--- config.mk ---
export PLATFORM = sky130hd
export DESIGN_NAME = flit_splitter
export DESIGN_NICKNAME = d
export VERILOG_FILES = /design/src/rtl/noc_pkg.sv /design/src/rtl/sync_fifo.sv /design/src/rtl/flit_splitter.sv
export SDC_FILE = /design/constraint.sdc
export NUM_CORES = 1
export LEC_CHECK = 0
export CAP_MARGIN = 20
export CORE_UTILIZATION = 25
export CTS_CLUSTER_SIZE = 25
export DETAILED_ROUTE_END_ITERATION = 12
export PLACE_DENSITY = 0.41
export SLEW_MARGIN = 20
export SYNTH_ARGS = -nofsm -noshare
export SYNTH_HDL_FRONTEND = slang
export SYNTH_SLANG_ARGS = --single-unit
--- constraint.sdc ---
create_clock -name clk -period 1.9 [get_ports clk]
set_input_delay 0.19 -clock clk [delete_from_list [all_inputs] [get_ports clk]]
set_output_delay 0.19 -clock clk [all_outputs]
set_load 0.005 [all_outputs]
--- src/rtl/noc_pkg.sv ---
// noc_pkg: destination encoding and shared constants for the NoC splitter.
package noc_pkg;

    typedef enum logic [1:0] {
        DEST_P0  = 2'b00,
        DEST_P1  = 2'b01,
        DEST_P2  = 2'b10,
        DEST_INV = 2'b11
    } dest_t;

    localparam int NUM_OUT      = 3;
    localparam int DEST_MSB_OFS = 2;

endpackage

--- src/rtl/sync_fifo.sv ---
// sync_fifo: single-clock FIFO with wrap-bit pointers.
// Ports: clk, rst_n (async, active low); push/din write side; pop/dout read side;
// full/empty status. dout shows the head when non-empty, else the last flit popped (0 after reset).
module sync_fifo #(
    parameter int WIDTH = 8,
    parameter int DEPTH = 2
) (
    input  logic             clk,
    input  logic             rst_n,
    input  logic             push,
    input  logic             pop,
    input  logic [WIDTH-1:0] din,
    output logic [WIDTH-1:0] dout,
    output logic             full,
    output logic             empty
);
    localparam int AW = $clog2(DEPTH);

    logic [AW:0]      wr_ptr, rd_ptr;
    logic [WIDTH-1:0] mem [DEPTH];
    logic [WIDTH-1:0] last;
    logic             do_push, do_pop;

    assign empty   = wr_ptr == rd_ptr;
    assign full    = (wr_ptr[AW] != rd_ptr[AW]) && (wr_ptr[AW-1:0] == rd_ptr[AW-1:0]);
    assign do_push = push && !full;
    assign do_pop  = pop && !empty;
    // Storage is stale once popped, so the empty-time output comes from a held copy.
    assign dout    = empty ? last : mem[rd_ptr[AW-1:0]];

    always_ff @(posedge clk or negedge rst_n) begin
        if (!rst_n) begin
            wr_ptr <= '0;
            rd_ptr <= '0;
            last   <= '0;
        end else begin
            if (do_push) wr_ptr <= wr_ptr + (AW+1)'(1);
            if (do_pop) begin
                rd_ptr <= rd_ptr + (AW+1)'(1);
                last   <= mem[rd_ptr[AW-1:0]];
            end
        end
    end

    always_ff @(posedge clk) begin
        if (do_push) mem[wr_ptr[AW-1:0]] <= din;
    end

endmodule

--- src/rtl/flit_splitter.sv ---
// flit_splitter: steers input flits to one of three output FIFOs by destination field.
// Ports: clk, rst_n (async, active low); in_data/in_valid/in_ready input channel;
// outK_data/outK_valid/outK_ready per output (K=0..2); drop_count counts invalid-destination flits.
module flit_splitter
    import noc_pkg::*;
#(
    parameter int WIDTH = 8,
    parameter int DEPTH = 2,
    parameter int CNT_W = 8
) (
    input  logic             clk,
    input  logic             rst_n,
    input  logic [WIDTH-1:0] in_data,
    input  logic             in_valid,
    output logic             in_ready,
    output logic [WIDTH-1:0] out0_data,
    output logic             out0_valid,
    input  logic             out0_ready,
    output logic [WIDTH-1:0] out1_data,
    output logic             out1_valid,
    input  logic             out1_ready,
    output logic [WIDTH-1:0] out2_data,
    output logic             out2_valid,
    input  logic             out2_ready,
    output logic [CNT_W-1:0] drop_count
);
    dest_t              d;
    logic [NUM_OUT-1:0] full, empty, push, pop;
    logic [NUM_OUT:0]   full_x;
    logic [WIDTH-1:0]   dout [NUM_OUT];

    assign d        = dest_t'(in_data[WIDTH-1 -: DEST_MSB_OFS]);
    // The invalid destination maps to a never-full slot, so drops are always accepted.
    assign full_x   = {1'b0, full};
    assign in_ready = !full_x[d];
    assign pop      = {out2_ready, out1_ready, out0_ready};

    for (genvar k = 0; k < NUM_OUT; k++) begin : g_port
        assign push[k] = in_valid && in_ready && (d == dest_t'(2'(k)));
        sync_fifo #(.WIDTH(WIDTH), .DEPTH(DEPTH)) u_fifo (
            .clk   (clk),
            .rst_n (rst_n),
            .push  (push[k]),
            .pop   (pop[k]),
            .din   (in_data),
            .dout  (dout[k]),
            .full  (full[k]),
            .empty (empty[k])
        );
    end

    assign out0_data  = dout[0];
    assign out1_data  = dout[1];
    assign out2_data  = dout[2];
    assign out0_valid = !empty[0];
    assign out1_valid = !empty[1];
    assign out2_valid = !empty[2];

    always_ff @(posedge clk or negedge rst_n) begin
        if (!rst_n)
            drop_count <= '0;
        else if (in_valid && d == DEST_INV && drop_count != '1)
            drop_count <= drop_count + 1'b1;
    end

endmodule

== Word-level counts from Yosys, hierarchy flattened ==
Memory sizes are Yosys's and may differ from the RTL's.
Index checks and enable logic that the tools add are counted.

* Output and inout bits: 36
* Logic and storage cells: 68
* Memories kept: 3
* Bits in registers: 44
* RAM bits: 48
* Input bits: 14

* Magnitude comparators: 1
* Mux-type cells: 11
* Reductions and logical operators: 23
* $add $sub $neg: 7
* Equality and inequality tests: 13

{| class="wikitable"
|+ Memory list
! name !! words !! width !! rd ports !! clocked after memory_dff !! wr ports !! RTL line !! text
|-
| g_port[0].u_fifo.mem || 2 || 8 || 1 || 0 || 1 || sync_fifo.sv:20 || <nowiki>logic [WIDTH-1:0] mem [DEPTH];</nowiki>
|-
| g_port[1].u_fifo.mem || 2 || 8 || 1 || 0 || 1 || sync_fifo.sv:20 ||
|-
| g_port[2].u_fifo.mem || 2 || 8 || 1 || 0 || 1 || sync_fifo.sv:20 ||
|}

{| class="wikitable"
|+ Operators with widths
! kind !! count
|-
| 8-bit two-way mux || 3
|-
| 1-bit logical AND || 15
|-
| 2-bit by 1-bit adder with 2-bit output (second input constant) || 6
|-
| 8-bit by 1-bit adder with 8-bit output (second input constant) || 1
|-
| 8-bit inequality test (second input constant) || 1
|-
| 1-bit zero test || 7
|-
| 1-bit two-way mux || 7
|-
| 2-bit == test || 3
|-
| 2-bit == test (second input constant) || 2
|-
| 1-bit == test || 3
|-
| 2-bit by 3-bit less-than comparator with 1-bit output (second input constant) || 1
|-
| 1-bit inequality test || 3
|-
| 1-bit binary-select mux with 2-bit select || 1
|-
| 2-bit by 1-bit == test with 1-bit output (second input constant) || 1
|-
| 2-bit zero test || 1
|}

== Logic depth before layout (Yosys ltp) ==
Gate-level depths: netlist of the first run.

* Word-level depth: 10
* Mapped depth: 6

== Cells and area by module ==
A second synthesis of the first run with hierarchy kept.

* Cells, all modules: 266
* Area, all modules: 4136.5 um2

{| class="wikitable"
|+ By module, submodules not included
! module !! cells an instance !! area each (um2) !! times used
|-
| sync_fifo || 72 || 1211.2 || 3
|-
| flit_splitter || 50 || 503.0 || 1
|}

== Worst setup path after synthesis of the first run ==
OpenSTA, ideal clock, no wires.

* Path kind: reg-to-reg
* Start: register g_port[1].u_fifo.wr_ptr[0]
* End: memory g_port[1].u_fifo.mem[0][0], enable pin
* Clock period less this slack: 2.032 ns
* Slack: -0.132 ns
* Buffers on the path: 0
* Data arrival time: 1.638 ns
* Cell stages (with the launch flop): 4
* Path through: dfrtp_1 xnor2_1 nor2b_1 nor4_1

* Word-level cells in the longest chain between the ends: 10
* Elaborated cells on any way between the ends: 11
* Classes of those cells: eq/ne (1); mux (4); reduce/logical (6)

{| class="wikitable"
|+ Ends and longest elaborated chain
! what !! RTL line !! text
|-
| from (decl) || sync_fifo.sv:19 || <nowiki>logic [AW:0] wr_ptr, rd_ptr;</nowiki>
|-
| from (signal assigned) || sync_fifo.sv:37 || <nowiki>if (do_push) wr_ptr <= wr_ptr + (AW+1)'(1);</nowiki>
|-
| 1-bit == test || sync_fifo.sv:25 || <nowiki>assign full = (wr_ptr[AW] != rd_ptr[AW]) && (wr_ptr[AW-1:0] == rd_ptr[AW-1:0]);</nowiki>
|-
| 1-bit logical AND || sync_fifo.sv:25 ||
|-
| 1-bit binary-select mux with 2-bit select || flit_splitter.sv:35 || <nowiki>assign in_ready = !full_x[d];</nowiki>
|-
| 1-bit two-way mux (implied by the code) || flit_splitter.sv:35 ||
|-
| 1-bit zero test || flit_splitter.sv:35 ||
|-
| 1-bit logical AND (2 in a row) || flit_splitter.sv:39 || <nowiki>assign push[k] = in_valid && in_ready && (d == dest_t'(2'(k)));</nowiki>
|-
| 1-bit logical AND || sync_fifo.sv:26 || <nowiki>assign do_push = push && !full;</nowiki>
|-
| 1-bit two-way mux || sync_fifo.sv:46 || <nowiki>if (do_push) mem[wr_ptr[AW-1:0]] <= din;</nowiki>
|-
| 1-bit two-way mux (implied by the code) || sync_fifo.sv:46 ||
|-
| to (decl) || sync_fifo.sv:20 ||
|}

Parallel ways exist; a longest one is shown, timed or not. The select of a mux whose other input is x is not followed.

== Final worst setup path of the first run ==
* Start: register g_port[2].u_fifo.wr_ptr[0]
* End: output out2_data[0]

* Word-level cells in the longest chain between the ends: 2

{| class="wikitable"
|+ Ends and longest elaborated chain
! what !! RTL line !! text
|-
| from (decl) || sync_fifo.sv:19 ||
|-
| from (signal assigned) || sync_fifo.sv:37 ||
|-
| 2-bit == test || sync_fifo.sv:24 || <nowiki>assign empty = wr_ptr == rd_ptr;</nowiki>
|-
| 8-bit two-way mux || sync_fifo.sv:29 || <nowiki>assign dout = empty ? last : mem[rd_ptr[AW-1:0]];</nowiki>
|-
| to (decl) || flit_splitter.sv:22 || <nowiki>output logic [WIDTH-1:0] out2_data,</nowiki>
|}

Every way passes these cells.

==> flow_summary.json, run 1 <==
{
  "yosysSeqAreaShare": 0.660,
  "critPathRequiredTime_ns": 1.71,
  "groute.usage.overall": 0.122,
  "wl_met3_um": 255,
  "status": "complete, no violations",
  "die_area_mm2": 0.0159,
  "insertion_delay_ns": 0.34,
  "antenna_found_initial": 0,
  "hold_viol": 0,
  "relSlewSlack": 0.712,
  "r2r_start": "g_port[0].u_fifo.rd_ptr[0]",
  "synth_edf_count": 48,
  "ir_drop_v": 0.000939,
  "vias": 2622,
  "clk_pin_slew_ns": 0.06,
  "synth_flop_cell": "edfxtp_1",
  "finalCriticalPeriod_ns": 1.84,
  "slew_violations": 0,
  "die_width_um": 126,
  "gp_congestion": 0.762,
  "syn_area_mm2": 0.00385,
  "via_per_inst": 4.36,
  "die_y_um": 126,
  "ys_ff_latch": 92,
  "max-clock-path-buffers": 2,
  "cts_tree": "done",
  "r2r_setup_slack_ns": 0.09,
  "cts_num_sinks": 92,
  "grt_pass1_vias": 2698,
  "synth.area.top_cells": "edfxtp_1, dfrtp_1, mux2i_1, a21oi_1, o21ai_0",
  "ios": 50,
  "power_density_mw_per_mm2": 1880,
  "max_slew.worst_pin.slew_ns": 0.432,
  "placed_cell_area_mm2": 0.00479,
  "grt_pass1_wl_mm": 14.6,
  "dp_hpwl_mm": 5.95,
  "ff_latch_area_mm2": 0.00254,
  "topRoutingLayerUsed": "met4",
  "n_antenna_cell": 0,
  "skew_ns": 0.00439,
  "dr.pass1.iters": 4,
  "critical-path-slowest-cell": "dfrtp_1",
  "r2r_cells": 6,
  "nNetsFinal": 424,
  "cts_root_buf": "clkbuf_16",
  "grt_max_degree": 19,
  "synth_cell_types": 30,
  "yosysWarnings": 0,
  "core_mm2": 0.0151,
  "rows": 45,
  "synth_top_area_cell": "edfxtp_1",
  "cpLargestDelayFamily": "buffers and inverters",
  "antenna_left": 0,
  "finalSetupViolCount": 0,
  "synthCells": 303,
  "port_buffers": 49,
  "routed-wl-met2_mm": 4.24,
  "regToRegEndpoint": "g_port[0].u_fifo.mem[0][1]",
  "path_buf_inv": 4,
  "areaGrowthSynthToFinish_pct": 43.2,
  "design_area_mm2": 0.00552,
  "first_iter_violations": 75,
  "maxCapViolCount": 0,
  "drt-wirelength-per-cell_um": 15.0,
  "cp_max_fo": 5,
  "cts-buffers-inserted": 9,
  "drc": 0,
  "p_leak_nw": 2.22,
  "synth_fp_nets": 318,
  "critPathMaxStageDelay_ns": 0.41,
  "async_flop_share": 0.478,
  "end_kind": "output pin",
  "critPathLaunchType": "flop",
  "wl_mm": 9.03,
  "clock.fmax_mhz": 543,
  "htreeDepth": 3,
  "hold_path.class": "input pin to asynchronous set/reset pin",
  "wl_met1_mm": 4.36,
  "period_share": 0.969,
  "avgSynthCellArea_um2": 12.7,
  "grt_remaining_overflow": 0,
  "multiInputGateArea_mm2": 0.00148,
  "critical_path_arrival_ns": 1.65,
  "path_cells": "xnor2_2 > buf_4 > nand2_4 > buf_6 > buf_12 > nor2_2 > a21oi_1 > buf_2",
  "initial_core_util": 0.254,
  "rsz0062_at_grt": "yes",
  "path_class": "flop to output pin",
  "nFillCells": 1502,
  "drive_gt1_frac": 0.343,
  "synth_top_area_share": 0.374,
  "p_total_mw": 10.4
}
-- state kept, by name (all words and copies together) (netlist names) --
| signal | count |
|---|---|
| g_port.u_fifo.mem | 48 |
| g_port.u_fifo.last | 24 |
| g_port.u_fifo.wr_ptr | 6 |
| drop_count | 8 |
| g_port.u_fifo.rd_ptr | 6 |
-- per-layer routing --
layer / track usage / vias up
li1: - / 1296
met1: 0.166 / 1272
met2: 0.187 / 44
met3: 0.0242 / 10
met4: 0.0574 / 0
met5: 0 / -
-- timing repair --
action	CTS	global route
pin swaps	10	6
hold endpoints to repair	16	0
cloned	2	1
buffers inserted	16	10
setup endpoints to repair	28	44
gates resized for setup	89	49
hold buffers	1	0
-- layout by cell type (no fill, tap or decap), drive strengths merged --
cell type	n
nor2b	3
or3	1
ha	1
clkdlybuf4s15	6
nand2b	1
a31oi	2
mux2i	24
and3	1
clkbuf	14
o21a	1
xnor2	14
dlymetal6s2s	2
nand2	33
clkinv	5
edfxtp	48
and4	1
dlygate4sd3	1
nand4	1
and2	1
dlygate4sd2	8
a21bo	3
nor4b	4
nor4	3
o21ai	26
mux2	3
a21oi	27
nor2	29
nand3	5
buf	68
xor2	8
inv	1
dfrtp	44
nand3b	1
clkdlybuf4s50	20
nor3	4
-- area by class of cell --
class / instances / area share
clock inverters: 6 / 0.00726
flip-flops and latches: 92 / 0.461
multi-input cells: 197 / 0.268
repair buffers: 109 / 0.179
well taps: 188 / 0.0426
clock buffers: 10 / 0.0415
-- stage by stage --
| step | setup slack, ns | hold slack, ns | TNS [ns] | std cells | utilization |
|---|---|---|---|---|---|
| after global placement | 0.0298 | 0.158 | 0 | 557 | 0.316 |
| after floorplan | 0.134 | -0.106 | 0 | 303 | - |
| after CTS | -0.0612 | 0.348 | -0.198 | 592 | 0.353 |
| final | 0.0598 | 0.332 | 0 | 602 | 0.364 |
| after global routing | -0.0516 | 0.383 | -0.276 | 602 | 0.364 |
| after detailed placement | -0.0158 | 0.161 | -0.0158 | 557 | 0.316 |
-- cell families after synthesis --
group / Yosys count / share of synthesized area
mux: 27 / 0.0711
fa+ha+maj: 1 / 0.00325
flops: 92 / 0.660
xor+xnor: 22 / 0.0500
simple gates: 88 / 0.115
buf+inv: 14 / 0.0192
compound gates: 59 / 0.0818
-- Yosys cell counts (2+ instances only) --
master	number
nand3_1	5
buf_1	2
dfrtp_1	44
xnor2_1	14
nor3_1	4
a31oi_1	2
o21ai_0	26
a21oi_1	27
a21bo_2	3
buf_2	11
nor2b_1	3
xor2_1	8
mux2i_1	24
mux2_2	3
nor2_1	29
edfxtp_1	48
nor4b_4	3
nor4_1	3
nand2_1	33
-- worst max path at each step --
stage,cells past startpoint,end,startpoint,slack [ns]
finish,8,out2_data[0],g_port[2].u_fifo.wr_ptr[0],0.06
global route,7,out2_data[6],g_port[2].u_fifo.wr_ptr[0],-0.05
CTS,8,out2_data[4],g_port[2].u_fifo.rd_ptr[0],-0.06
detailed placement,6,drop_count[7],in_data[7],-0.02
global placement,6,drop_count[7],in_data[7],0.03
floorplan,4,g_port[0].u_fifo.mem[0][0],g_port[0].u_fifo.rd_ptr[1],0.13
-- report_power, final --
group	internal (mW)	leakage, nW	switching, mW
Combinational	3.16	1.11	2.52
Clock	0.887	0.134	0.743
Sequential	2.66	0.971	0.418
Total	6.70	2.22	3.69
Power figures use the tool's default switching activity.
==> run 2: changes to the inputs <==
CELL_PAD_IN_SITES_DETAIL_PLACEMENT = 1   (was unset)
CELL_PAD_IN_SITES_GLOBAL_PLACEMENT = 2   (was unset)
GPL_ROUTABILITY_DRIVEN = 0   (was unset)
PLACE_DENSITY = 0.56   (was 0.41)
SKIP_CTS_REPAIR_TIMING = 1   (was unset)
==> flow_summary.json, run 2 (same netlist as run 1, synthesis figures left out) <==
{
  "slew_violations": 0,
  "nNetsFinal": 409,
  "finalSetupViolCount": 0,
  "grt_max_degree": 24,
  "largest_register_ffs": 48,
  "relSlewSlack": 0.576,
  "clock.fmax_mhz": 533,
  "cts_root_buf": "clkbuf_16",
  "antenna_found_initial": 0,
  "clk_pin_slew_ns": 0.07,
  "core_mm2": 0.0151,
  "initial_core_util": 0.254,
  "insertion_delay_ns": 0.34,
  "via_per_inst": 4.43,
  "multiInputGateArea_mm2": 0.00139,
  "max_slew.worst_pin.slew_ns": 0.637,
  "grt_pass1_wl_mm": 14.8,
  "path_cells": "xnor2_2 > nand2_2 > buf_12 > buf_4 > nor2_1 > a21oi_1 > dlymetal6s2s_1",
  "end_kind": "output pin",
  "max-clock-path-buffers": 2,
  "grt_pass1_vias": 2655,
  "first_iter_violations": 118,
  "cp_max_fo": 10,
  "grt_remaining_overflow": 0,
  "drive_gt1_frac": 0.271,
  "path_buf_inv": 3,
  "cpLargestDelayFamily": "buffers and inverters",
  "port_buffers": 49,
  "antenna_left": 0,
  "dp_hpwl_mm": 6.22,
  "cts-buffers-inserted": 9,
  "ir_drop_v": 0.000796,
  "groute.usage.overall": 0.123,
  "areaGrowthSynthToFinish_pct": 41.0,
  "setup_tns_ns": 0,
  "maxCapViolCount": 0,
  "nFillCells": 1610,
  "rsz0062_at_grt": "yes",
  "status": "complete, no violations",
  "drt-wirelength-per-cell_um": 15.7,
  "drc": 0,
  "cts_num_sinks": 92,
  "critical-path-slowest-cell": "dfrtp_1",
  "critPathRequiredTime_ns": 1.71,
  "path_class": "flop to output pin",
  "period_share": 0.988,
  "hold_viol": 0,
  "final_common_cell": "edfxtp_1",
  "die_y_um": 126,
  "die_width_um": 126,
  "power_density_mw_per_mm2": 1880,
  "p_leak_nw": 2.30,
  "htreeDepth": 3,
  "critPathMaxStageDelay_ns": 0.41,
  "layout_common_cells": "edfxtp_1, dfrtp_1, buf_4",
  "n_antenna_cell": 0,
  "final_core_util": 0.359,
  "vias": 2602,
  "ios": 50,
  "ff_latch_area_mm2": 0.00254,
  "critical_path_arrival_ns": 1.69,
  "critPathLaunchType": "flop",
  "hold_path.class": "input pin to asynchronous set/reset pin",
  "wl_mm": 9.22,
  "finalCriticalPeriod_ns": 1.88,
  "die_area_mm2": 0.0159,
  "rows": 45,
  "cts_tree": "done",
  "dr.pass1.iters": 4,
  "skew_ns": 0.00459
}
## run 2: changes by cell type in the layout (fill, tap and decap cells not counted), sizes merged
| cell | change |
|---|---|
| clkinvlp | +1 |
| dlygate4sd2 | -8 |
| dlymetal6s2s | +18 |
| clkdlybuf4s15 | -6 |
| clkinv | -4 |
| bufinv | +3 |
| buf | -19 |
## run 2: power breakdown
group          leakage, nW  internal, mW  total (mW)  switching [mW]
Sequential           0.972          2.65        3.03           0.377
Combinational         1.16          2.79        5.09            2.29
Clock                0.167          1.32        2.09           0.764
## run 2: per-stage QoR
stage	area (um^2)	power (mW)	cells	hold WS [ns]	setup WS (ns)
4_1_cts	5150	9.86	572	-0.123	-0.371
6_report	5430	10.2	587	0.400	0.0229
5_1_grt	5430	11.0	587	0.459	-0.104
2_1_floorplan	3870	5.18	303	-0.106	0.134
3_3_place_gp	4800	7.64	556	0.256	-0.00308
3_5_place_dp	4800	7.71	556	0.249	-0.0199
## run 2: metal layers
metal  global-route usage  share of wire
met2                0.200           0.48
met3               0.0387          0.037
met1                0.161           0.47
met4               0.0276         0.0084
met5                    0              0
## run 2: final timing paths
check / end / slack (ns) / from / depth (start not counted)
setup / recovery: out2_data[5] / 0.02 / g_port[2].u_fifo.wr_ptr[1] / 7
hold / removal: g_port[0].u_fifo.last[0] / 0.40 / rst_n / 2
setup reg to reg: g_port[0].u_fifo.mem[0][0] / 0.09 / g_port[0].u_fifo.wr_ptr[0] / 6
hold reg to reg: g_port[1].u_fifo.last[0] / 0.49 / g_port[1].u_fifo.last[0] / 2
max in group asynchronous: g_port[0].u_fifo.rd_ptr[0] / 0.93 / rst_n / 3
min in group clk: g_port[1].u_fifo.last[0] / 0.49 / g_port[1].u_fifo.last[0] / 2
## run 2: final cells by class
class                   count  area share
clock buffers              10      0.0440
clock inverters             6      0.0203
multi-input cells         197       0.256
flip-flops and latches     92       0.468
well taps                 188      0.0433
repair buffers             94       0.168
## run 2: worst register-to-register path, cell delays in order, from the launching register on
cell,delay [ns]
dfrtp_1,0.40
buf_4,0.18
xor2_4,0.20
nor2_1,0.08
or3_4,0.38
nor2_2,0.11
buf_4,0.17
==> run 3: changes to the inputs <==
DONT_BUFFER_PORTS = 1   (was unset)
PLACE_DENSITY = 0.49   (was 0.56)
SLEW_MARGIN = unset   (was 20)
==> flow_summary.json, run 3 (same netlist as run 1, synthesis figures left out) <==
{
  "grt_pass1_vias": 2425,
  "status": "complete, no violations",
  "end_kind": "output pin",
  "ir_drop_v": 0.000584,
  "critPathLaunchType": "flop",
  "dp_cells": 493,
  "dp_hpwl_mm": 5.92,
  "cp_max_fo": 18,
  "n_antenna_cell": 0,
  "critPathRequiredTime_ns": 1.71,
  "max-clock-path-buffers": 2,
  "antenna_found_initial": 0,
  "die_width_um": 126,
  "period_share": 0.946,
  "grt_pass1_wl_mm": 14.0,
  "rows": 45,
  "initial_core_util": 0.254,
  "skew_ns": 0.00603,
  "fin_cells": 519,
  "ios": 50,
  "drt-wirelength-per-cell_um": 17.5,
  "power_density_mw_per_mm2": 1710,
  "core_mm2": 0.0151,
  "grt_remaining_overflow": 0,
  "die_y_um": 126,
  "cts-buffers-inserted": 9,
  "hold_viol": 0,
  "dr.pass1.iters": 4,
  "htreeDepth": 3,
  "p_comb_frac": 0.398,
  "drc": 0,
  "power.internal_mw": 4.84,
  "clk_pin_slew_ns": 0.07,
  "p_clk_frac": 0.220,
  "insertion_delay_ns": 0.35,
  "areaGrowthSynthToFinish_pct": 20.0,
  "cts_num_sinks": 92,
  "cts_root_buf": "clkbuf_16",
  "p_switching_mw": 3.05,
  "clock.fmax_mhz": 556,
  "grt_max_degree": 45,
  "finalSetupViolCount": 0,
  "p_leak_nw": 1.80,
  "final_common_cell": "edfxtp_1",
  "relSlewSlack": 0.755,
  "largest_register_ffs": 48,
  "cts_tree": "done",
  "nNetsFinal": 341,
  "layout_common_cells": "edfxtp_1, dfrtp_1, nand2_1",
  "path_class": "flop to output pin",
  "hold_path.class": "input pin to flop",
  "port_buffers": 0,
  "critical_path_arrival_ns": 1.61,
  "p_sw_frac": 0.387,
  "maxCapViolCount": 0,
  "groute.usage.overall": 0.120,
  "wl_mm": 9.06,
  "vias": 2360,
  "first_iter_violations": 84,
  "finalCriticalPeriod_ns": 1.80,
  "slew_violations": 0,
  "die_area_mm2": 0.0159,
  "via_per_inst": 4.55,
  "antenna_left": 0,
  "final_core_util": 0.305,
  "drive_gt1_frac": 0.166,
  "nFillCells": 1625,
  "pwr-share-seq": 0.382,
  "max_slew.worst_pin.slew_ns": 0.358
}
==> run 3: critical path, stage by stage (launching register included) <==
cell and delay (ns):
dfrtp_1 0.39, buf_4 0.21, xnor2_2 0.16, nand2_1 0.11
buf_8 0.17, nor2_1 0.05, a21oi_1 0.16
==> run 3: power by group through the flow <==
stage | Clock [mW] | Combinational (mW) | Sequential [mW]
2_1_floorplan | 0 | 2.21 | 2.97
3_3_place_gp | 0 | 2.90 | 3.01
3_5_place_dp | 0 | 2.93 | 3.03
4_1_cts | 1.82 | 2.95 | 2.99
5_1_grt | 1.88 | 3.56 | 3.09
6_report | 1.73 | 3.14 | 3.01
==> run 3: per-stage QoR <==
step / hold slack [ns] / worst slack, ns / total power [mW] / TNS, ns / area (um^2)
2_1_floorplan: -0.106 / 0.134 / 5.18 / 0 / 3870
3_3_place_gp: -0.104 / 0.0880 / 5.90 / 0 / 4150
3_5_place_dp: -0.103 / 0.0838 / 5.97 / 0 / 4150
4_1_cts: -0.485 / -0.141 / 7.76 / -0.175 / 4430
5_1_grt: 0.0321 / -0.00815 / 8.54 / -0.0143 / 4620
6_report: 0.0151 / 0.102 / 7.89 / 0 / 4620
==> run 3: worst paths after layout <==
check / startpoint / to / slack, ns / depth (start not counted)
max: g_port[0].u_fifo.rd_ptr[0] / out0_data[3] / 0.10 / 6
min: out0_ready / g_port[0].u_fifo.rd_ptr[1] / 0.02 / 2
max reg2reg: g_port[0].u_fifo.rd_ptr[1] / g_port[0].u_fifo.mem[0][1] / 0.16 / 4
min reg2reg: g_port[2].u_fifo.last[2] / g_port[2].u_fifo.last[2] / 0.48 / 2
max in group asynchronous: rst_n / g_port[2].u_fifo.last[0] / 1.30 / 2
min in group asynchronous: rst_n / g_port[1].u_fifo.last[5] / 0.37 / 2
==> run 3: area by class of cell <==
class                      count  area (um^2)  area share
clock inverter                 7         56.3      0.0122
tap                          188          235      0.0509
timing repair buffer          26          249      0.0538
multi-input combinational    197         1320       0.285
sequential                    92         2540       0.550
clock buffer                   9          225      0.0487
==> run 3: routing by layer <==
layer / track usage / vias to the layer above / part of all wire
met3: 0.0404 / 10 / 0.045
met5: 0 / - / 0
li1: - / 1122 / -
met2: 0.192 / 40 / 0.46
met1: 0.147 / 1188 / 0.47
met4: 0.0489 / 0 / 0.016
